$ cat src/rtl/pipe_stage.sv
// Valid/ready pipeline register stage with an optional two-entry skid buffer.
// The main entry drives out_valid/out_data straight from flops. SKID=1 adds a
// second entry so in_ready can be registered. SKID=0 keeps a single entry with
// a combinational in_ready.
module pipe_stage #(
  parameter int unsigned      WIDTH  = 32,
  parameter logic [WIDTH-1:0] BUBBLE = '0,
  parameter int unsigned      SKID   = 1
) (
  input  logic             clk,
  input  logic             rst,
  input  logic             clear,
  input  logic             in_valid,
  output logic             in_ready,
  input  logic [WIDTH-1:0] in_data,
  output logic             out_valid,
  input  logic             out_ready,
  output logic [WIDTH-1:0] out_data,
  output logic [1:0]       count
);

  // State encoding doubles as the entry count.
  localparam logic [1:0] ST_EMPTY = 2'd0;
  localparam logic [1:0] ST_ONE   = 2'd1;
  localparam logic [1:0] ST_FULL  = 2'd2;

  logic [1:0]       state_q;
  logic [1:0]       state_nxt;
  logic [WIDTH-1:0] main_q;
  logic [WIDTH-1:0] main_nxt;
  logic [WIDTH-1:0] skid_q;
  logic             skid_load;
  logic             out_valid_q;
  logic             xfer_in;
  logic             xfer_out;

  assign xfer_in   = in_valid & in_ready;
  assign xfer_out  = out_valid_q & out_ready;
  assign out_valid = out_valid_q;
  assign out_data  = main_q;
  assign count     = state_q;

  // Next-state and main-entry payload selection; clear overrides every transfer.
  always_comb begin
    state_nxt = state_q;
    main_nxt  = main_q;
    skid_load = 1'b0;
    unique case (state_q)
      ST_EMPTY: begin
        if (xfer_in) begin
          state_nxt = ST_ONE;
          main_nxt  = in_data;
        end
      end
      ST_ONE: begin
        if (xfer_in && xfer_out) begin
          main_nxt = in_data;
        end else if (xfer_in) begin
          // Only reachable with a skid entry; SKID=0 blocks input while stalled.
          if (SKID != 0) begin
            state_nxt = ST_FULL;
            skid_load = 1'b1;
          end
        end else if (xfer_out) begin
          state_nxt = ST_EMPTY;
          main_nxt  = BUBBLE;
        end
      end
      ST_FULL: begin
        if (xfer_out) begin
          state_nxt = ST_ONE;
          main_nxt  = skid_q;
        end
      end
      default: begin
        state_nxt = ST_EMPTY;
        main_nxt  = BUBBLE;
      end
    endcase
    if (clear) begin
      state_nxt = ST_EMPTY;
      main_nxt  = BUBBLE;
      skid_load = 1'b0;
    end
  end

  // State, main entry and out_valid registers.
  always_ff @(posedge clk or posedge rst) begin
    if (rst) begin
      state_q     <= ST_EMPTY;
      main_q      <= BUBBLE;
      out_valid_q <= 1'b0;
    end else begin
      state_q     <= state_nxt;
      main_q      <= main_nxt;
      out_valid_q <= (state_nxt != ST_EMPTY);
    end
  end

  // Skid entry is written only when the stage becomes full.
  always_ff @(posedge clk or posedge rst) begin
    if (rst) begin
      skid_q <= '0;
    end else if (skid_load) begin
      skid_q <= in_data;
    end
  end

  if (SKID != 0) begin : g_skid
    logic in_ready_q;

    // Registered ready: accept unless the next state is FULL.
    always_ff @(posedge clk or posedge rst) begin
      if (rst) begin
        in_ready_q <= 1'b1;
      end else begin
        in_ready_q <= (state_nxt != ST_FULL);
      end
    end

    assign in_ready = in_ready_q;
  end else begin : g_noskid
    assign in_ready = ~out_valid_q | out_ready;
  end

endmodule

$ cat config.mk
export PLATFORM = sky130hd
export DESIGN_NAME = pipe_stage
export DESIGN_NICKNAME = d
export VERILOG_FILES = /design/src/rtl/pipe_stage.sv
export SDC_FILE = /design/constraint.sdc
export NUM_CORES = 1
export LEC_CHECK = 0
export ABC_AREA = 0
export BUFFER_PORTS_ARGS = -buffer_cell sky130_fd_sc_hd__clkbuf_2
export CELL_PAD_IN_SITES_DETAIL_PLACEMENT = 1
export CELL_PAD_IN_SITES_GLOBAL_PLACEMENT = 2
export CORE_ASPECT_RATIO = 0.7
export CORE_MARGIN = 5
export CORE_UTILIZATION = 36
export DETAILED_ROUTE_END_ITERATION = 16
export HOLD_SLACK_MARGIN = 0.12
export PLACE_DENSITY = 0.89
export SYNTH_ARGS = -nofsm -noshare
export SYNTH_HDL_FRONTEND = slang
export SYNTH_SLANG_ARGS = --single-unit
$ cat constraint.sdc
create_clock -name clk -period 2.8 [get_ports clk]
set_input_delay 0.56 -clock clk [delete_from_list [all_inputs] [get_ports clk]]
set_output_delay 0.56 -clock clk [all_outputs]
set_load 0.01 [all_outputs]
==> metrics.md, run 1 <==
| Metric | Value |
|---|---|
| Leakage power | 1.999 nW |
| Asr flop ratio synth | 100.0% |
| CTS root buf | clkbuf_16 |
| Largest net degree at the start of global routing | 69 |
| Largest area contributor in the netlist | dfrtp_1 |
| Starting Density | 37.33% |
| Sequential share of power | 42.9% |
| Cell area after synthesis | 3671 um^2 |
| Overall routed net length | 9429 um |
| Hold Fails Final Rpt | 0 |
| Syn avg cell area | 11.84 um^2 |
| Post-cts resize count | 0 |
| Final min period | 2.226 ns |
| Worst vdd ir | 276.8 uV |
| Layout cells sized above 1 | 34.84% |
| Skew final | 0.006775 ns |
| Setup CP Type | reg2reg |
| Vias in the first global route | 2932 |
| Ys Warns | 0 |
| Sequential share of the synthesized area | 46.39% |
| Post-Syn Nets | 347 |
| H-tree depth | 3 |
| Synth area leaders | dfrtp_1, mux2_4, o32a_1 |
| Required time worst endpoint | 3.01 ns |
| Switching part of the total | 28.93% |
| FMAX | 449.2 MHz |
| TritonCTS Buffers | 9 |
| P_int | 2.484 mW |
| DRC | 0 |
| Final setup vio count | 0 |
| Setup TNS Final | 0 ns |
| Initial antenna violation count | 0 |
| Final-layout fill cell count | 1075 |
| Post-DP Area | 4130 um^2 |
| Die Y | 94.49 um |
| Worst hold slack | 0.2924 ns |
| Flops & latches, synth | 68 |
| Antenna viol nets, final | 0 |
| PD cells | 794.3 nW/um^2 |
| Nets | 409 |
| Gpl congestion | 0.7269 |
| Row Count | 30 |
| Multi-input logic area | 1549 um^2 |
| Drt initial violations | 176 |
| Via Count | 2690 |
| DR vias/cell | 5.337 |
| Wire per inst | 18.71 um |
| CP Max Fanout | 20 |
| Part of the power in combinational logic | 27.2% |
| Most common cell in the netlist | dfrtp_1 |
| FF-to-FF path depth | 4 |
| Number of diodes | 0 |
| Design Power | 3.495 mW |
| Crit path launch type | register |
| WP data arrival | 2.44 ns |
| Final Util | 44.75% |
| Status | finished, final reports clean |
| Hold_buf cts | 0 |
| TritonCTS clock tree | yes |
| Slew at the pin closest to its max-slew limit | 0.6837 ns |
| Synth cell types | 29 |
| GRT Residual Overflow | 0 |
| Top FF cell, synth | dfrtp_1 |
| I/O pin total | 73 |
| Post-synth top cells | dfrtp_1, inv_1, o32a_1 |
| DIE AREA | 12350 um^2 |
| CP Capture Type | register |
| Syn Inst Count | 310 |
| Switching power | 1.011 mW |
| Clock slew at reported path FFs | 0.05 ns |
| Post-route cell area | 4400 um^2 |
| GR Util All Layers | 15.90% |
| RSZ-0062 raised after global routing | false |
| Postcts setup bufs | 0 |
| Clk_lat worst skew | 0.33 ns |
| Number of flops mapped to enable cells by yosys | 0 |
| Pins Over Slew Limit | 0 |
| DRT Pass-1 Iters | 4 |
| Rel. slew slack | 54.42% |
| Hold Path Class | in2async |
| Core area | 9834 um^2 |
| Share of the synthesized area in the top cell type | 45.67% |
| Sequential cell area | 1707 um^2 |
| Die Wd | 130.7 um |
| Clk buf depth | 2 |
| HPWL after DPL | 6105 um |
| Global-route wire length before repair | 15480 um |
| Port bufs | 72 |
| Area growth syn-to-layout | 19.87% |
| Max-Cap Viols | 0 |
| Final period utilization | 79.50% |
| Clock sink count | 68 |
| Share of total power in the clock network | 29.9% |
==> cell usage in the layout, fill, tap and decap left out <==
cell type	n
nand2_1	1
o31ai_4	1
o21a_1	1
or3_1	1
nor2_2	1
clkbuf_8	2
buf_12	4
nand2b_1	1
dfrtp_1	66
o21ai_0	1
dfstp_2	1
o21bai_1	1
clkbuf_16	9
mux2i_1	32
a21boi_1	1
mux2_2	2
a21o_1	1
xnor2_1	2
clkbuf_1	2
dfrtp_4	1
o32ai_1	32
and2_1	1
clkinv_2	2
or2_0	1
nand4_1	1
o31ai_1	1
clkbuf_2	72
mux2_4	30
inv_2	1
buf_4	4
and4bb_2	1
inv_1	64
o32a_1	33
a21oi_1	2
==> critical path: stages, from the launching register on <==
cell and delay [ns]:
dfstp_2 0.54, nand4_1 0.52, buf_4 0.46, o32a_1 0.30
o32ai_1 0.28
==> sequential cells by signal, indices dropped and copies added (netlist names) <==
signal / cells
out_data: 32
count: 2
skid_q: 32
in_ready: 1
out_valid: 1
==> final cells by class <==
type | count | share of cell area [%]
Tap cell | 128 | 3.639
Clock inverter | 2 | 0.2275
Clock buffer | 13 | 5.914
Sequential cell | 68 | 38.78
Timing Repair Buffer | 80 | 10.69
Multi-Input combinational cell | 148 | 35.20
Inverter | 65 | 5.544
==> layer usage <==
| layer | track usage [%] | up-vias | part of all wire, % |
|---|---|---|---|
| met3 | 4.748 | 11 | 5.6 |
| met1 | 22.15 | 1369 | 49 |
| met2 | 23.98 | 60 | 44 |
| met5 | 0 | - | 0 |
| li1 | - | 1250 | - |
| met4 | 4.538 | 0 | 1.0 |
==> metrics by stage <==
| step | worst slack (ns) | instances |
|---|---|---|
| after floorplan | 0.5301 | 310 |
| after global placement | 0.4967 | 489 |
| after detailed placement | 0.4140 | 489 |
| after CTS | 0.5701 | 504 |
| after global routing | 0.4693 | 504 |
| final | 0.5739 | 504 |
==> kinds of logic (layout without fill, tap and decap cells) <==
logic type                Yosys count  after routing  share of synthesized area (%)
muxes                              64             64                          21.61
buffers and inverters              94            160                          11.66
DFF                                68             68                          46.39
and+or+nand+nor                     8              8                          1.466
AOI/OAI and AO/OA                  74             74                          18.41
xor gates and xnor gates            2              2                         0.4773
==> worst paths after layout <==
| check | start | endpoint | slack (ns) |
|---|---|---|---|
| min in group clk | clear | out_valid$_DFF_PP0_ | 0.48 |
| worst max register to register | in_ready$_DFF_PP1_ | out_data[19]$_DFFE_PP0P_ | 0.57 |
| worst min-delay path | rst | skid_q[22]$_DFFE_PP0P_ | 0.29 |
| max in group asynchronous | rst | in_ready$_DFF_PP1_ | 2.15 |
| worst min register to register | skid_q[27]$_DFFE_PP0P_ | skid_q[27]$_DFFE_PP0P_ | 0.51 |
| worst max-delay path | in_ready$_DFF_PP1_ | out_data[19]$_DFFE_PP0P_ | 0.57 |
==> power by group through the flow <==
stage	clock [mW]	combinational (mW)	sequential, mW
after detailed placement	0	0.963	1.51
after global placement	0	0.930	1.49
final	1.04	0.952	1.50
after CTS	1.07	0.968	1.50
after floorplan	0	0.697	1.47
after global routing	1.12	1.03	1.54
(Power assumes the default switching activity.)
==> inputs of run 2 (changes only) <==
ABC_AREA = 1   (was 0)
CORE_UTILIZATION = 30   (was 36)
clock period = 2.22 ns   (was 2.8 ns; I/O delays follow)
==> metrics.md, run 2 <==
| Metric | Value |
|---|---|
| Worst Path Buf+Inv | 2 |
| GR Layer Usage met1 | 20.82% |
| DRT Pass-1 Iters | 4 |
| RSZ-0062 raised after global routing | false |
| Largest area contributor in the netlist | dfrtp_1 |
| DR vias/cell | 4.783 |
| Worst path most repeated cell | nand2_1 |
| Clock sink count | 68 |
| Flops & latches, synth | 68 |
| CP Capture Type | register |
| Cell count along the critical path | 9 |
| Post-cts resize count | 0 |
| Most common cell in the netlist | nand2_1 |
| Cell area after synthesis | 3264 um^2 |
| Busiest grt layer | met2 |
| Post-Syn Nets | 479 |
| DRC | 0 |
| Crit path max-delay family | simple AND/OR/NAND/NOR gates |
| Final period utilization | 78.61% |
| Met2 Track Usage GR | 28.01% |
| Nets | 550 |
| Setup CP Type | reg2reg |
| GR Util All Layers | 16.43% |
| Row Count | 31 |
| Reg2Reg Setup Slack | 0.47 ns |
| GR Layer Usage met3 | 4.762% |
| Largest net degree at the start of global routing | 69 |
| Synth area leaders | dfrtp_1, nand2_1, nand3_1 |
| Hold Path Class | in2async |
| Worst-path cell chain | nand2_1, inv_1, nor2_1, nand2_1, nand2_2, nor2_2, buf_4, nand2_1, nand2_1 |
| TritonCTS clock tree | yes |
| Hold Fails Final Rpt | 0 |
| Synth cell types | 15 |
| Final-layout fill cell count | 1326 |
| Top FF cell, synth | dfrtp_1 |
| Multi-input logic area | 1339 um^2 |
| CP max-delay cell | dfrtp_1 |
| Crit path launch type | register |
| Final setup vio count | 0 |
| Wire per inst | 15.47 um |
| Clk_lat worst skew | 0.33 ns |
| FF-to-FF path depth | 9 |
| Asr flop ratio synth | 100.0% |
| Overall routed net length | 10050 um |
| Clk buf depth | 2 |
| FMAX | 573.0 MHz |
| Initial antenna violation count | 0 |
| Gpl congestion | 0.7521 |
| Status | finished, final reports clean |
| Sequential cell area | 1703 um^2 |
| WP data arrival | 2.01 ns |
| Layout cells sized above 1 | 20.85% |
| Ys Warns | 0 |
| Post-synth top cells | nand2_1, dfrtp_1, nand3_1 |
| DIE AREA | 13100 um^2 |
| TritonCTS Buffers | 9 |
| Commonest cells after routing, fill and taps aside | nand2_1, clkbuf_2, nand3_1, dfrtp_1, inv_1 |
| Syn Inst Count | 442 |
| Crit. Startpoint | count[1]$_DFF_PP0_ |
| Design Power | 4.231 mW |
| Skew final | 0.003998 ns |
| Rel. slew slack | 72.07% |
| Port bufs | 72 |
| Area growth syn-to-layout | 27.33% |
| Die Wd | 134.7 um |
| Worst vdd ir | 464.0 uV |
| PD cells | 1018 nW/um^2 |
| Core area | 10470 um^2 |
| Global-route wire length before repair | 17310 um |
| Die Y | 97.28 um |
| Postcts setup bufs | 0 |
| Slew at the pin closest to its max-slew limit | 0.4186 ns |
| Required time worst endpoint | 2.48 ns |
| H-tree depth | 3 |
| Drt initial violations | 136 |
| GRT Residual Overflow | 0 |
| Vias in the first global route | 3403 |
| CP Max Fanout | 9 |
| Hold_buf cts | 0 |
| CTS root buf | clkbuf_16 |
| Antenna viol nets, final | 0 |
| Sequential share of the synthesized area | 52.17% |
| Number of flops mapped to enable cells by yosys | 0 |
| Setup TNS Final | 0 ns |
| Share of the synthesized area in the top cell type | 51.36% |
| Number of diodes | 0 |
| Leakage power | 2.314 nW |
| Slowest cell delay on critical path | 0.51 ns |
| Commonest non-fill, non-tap cell in the layout | nand2_1 |
| Final min period | 1.745 ns |
| Pins Over Slew Limit | 0 |
| Crit path to | out_data[31]$_DFFE_PP0P_ |
| Clock slew at reported path FFs | 0.06 ns |
| HPWL after DPL | 6916 um |
| Via Count | 3109 |
| Max-Cap Viols | 0 |
| Starting Density | 31.17% |
| Syn avg cell area | 7.385 um^2 |
| RR Endpoint | out_data[31]$_DFFE_PP0P_ |
| RR Startpoint | count[1]$_DFF_PP0_ |
| I/O pin total | 73 |
[run 2: routing by layer]
metal  wire [um]  vias to the layer above
li1            -                     1526
met1        4618                     1522
met2        4861                       51
met3         486                       10
met4          86                        0
met5           0                        -
[run 2: worst reg2reg max path, cell delays in order, from the launching register on]
cell and delay, ns:
dfrtp_1 0.51, nand2_1 0.15, inv_1 0.10, nor2_1 0.06, nand2_1 0.07, nand2_2 0.07, nor2_2 0.34, buf_4 0.25
nand2_1 0.07, nand2_1 0.08
[run 2: power by group]
group | switching, mW | leakage (nW) | internal, mW | total, mW
Sequential | 0.197 | 0.877 | 1.57 | 1.77
Clock | 0.550 | 0.153 | 1.01 | 1.56
Combinational | 0.555 | 1.28 | 0.342 | 0.897
Total | 1.30 | 2.31 | 2.93 | 4.23
[run 2: area by class of cell]
type	count	area share [%]
timing repair buffer	84	11.74
multi-input combinational	312	32.21
clock inverter	4	1.746
clock buffer	12	5.930
inverter	38	3.432
tap	132	3.973
sequential	68	40.97
[run 2: worst min-delay path by stage]
stage | start | endpoint | slack (ns) | cells after the start
3_5_place_dp | out_data[24]$_DFFE_PP0P_ | out_data[24]$_DFFE_PP0P_ | 0.47 | 2
5_1_grt | rst | out_data[0]$_DFFE_PP0P_ | 0.21 | 3
3_3_place_gp | out_data[26]$_DFFE_PP0P_ | out_data[26]$_DFFE_PP0P_ | 0.46 | 2
6_report | rst | out_data[1]$_DFFE_PP0P_ | 0.17 | 3
2_1_floorplan | skid_q[0]$_DFFE_PP0P_ | skid_q[0]$_DFFE_PP0P_ | 0.46 | 2
4_1_cts | rst | out_data[1]$_DFFE_PP0P_ | 0.19 | 3
[run 2: cell families after synthesis]
kind of cell | after synthesis | synth area share (%)
compound gates | 33 | 5.059
buf+inv | 62 | 7.551
flops | 68 | 52.17
simple gates | 279 | 35.22
[run 2: through the flow]
stage | area, um^2 | util, % | setup slack [ns] | hold slack, ns | std cells
5_1_grt | 4156 | 39.69 | 0.3067 | 0.2143 | 650
4_1_cts | 4156 | 39.69 | 0.4192 | 0.1874 | 650
3_5_place_dp | 3837 | 36.64 | 0.4363 | 0.4683 | 634
6_report | 4156 | 39.69 | 0.4749 | 0.1653 | 650
2_1_floorplan | 3264 | - | 0.06615 | 0.4591 | 442
3_3_place_gp | 3837 | 36.64 | 0.5128 | 0.4643 | 634
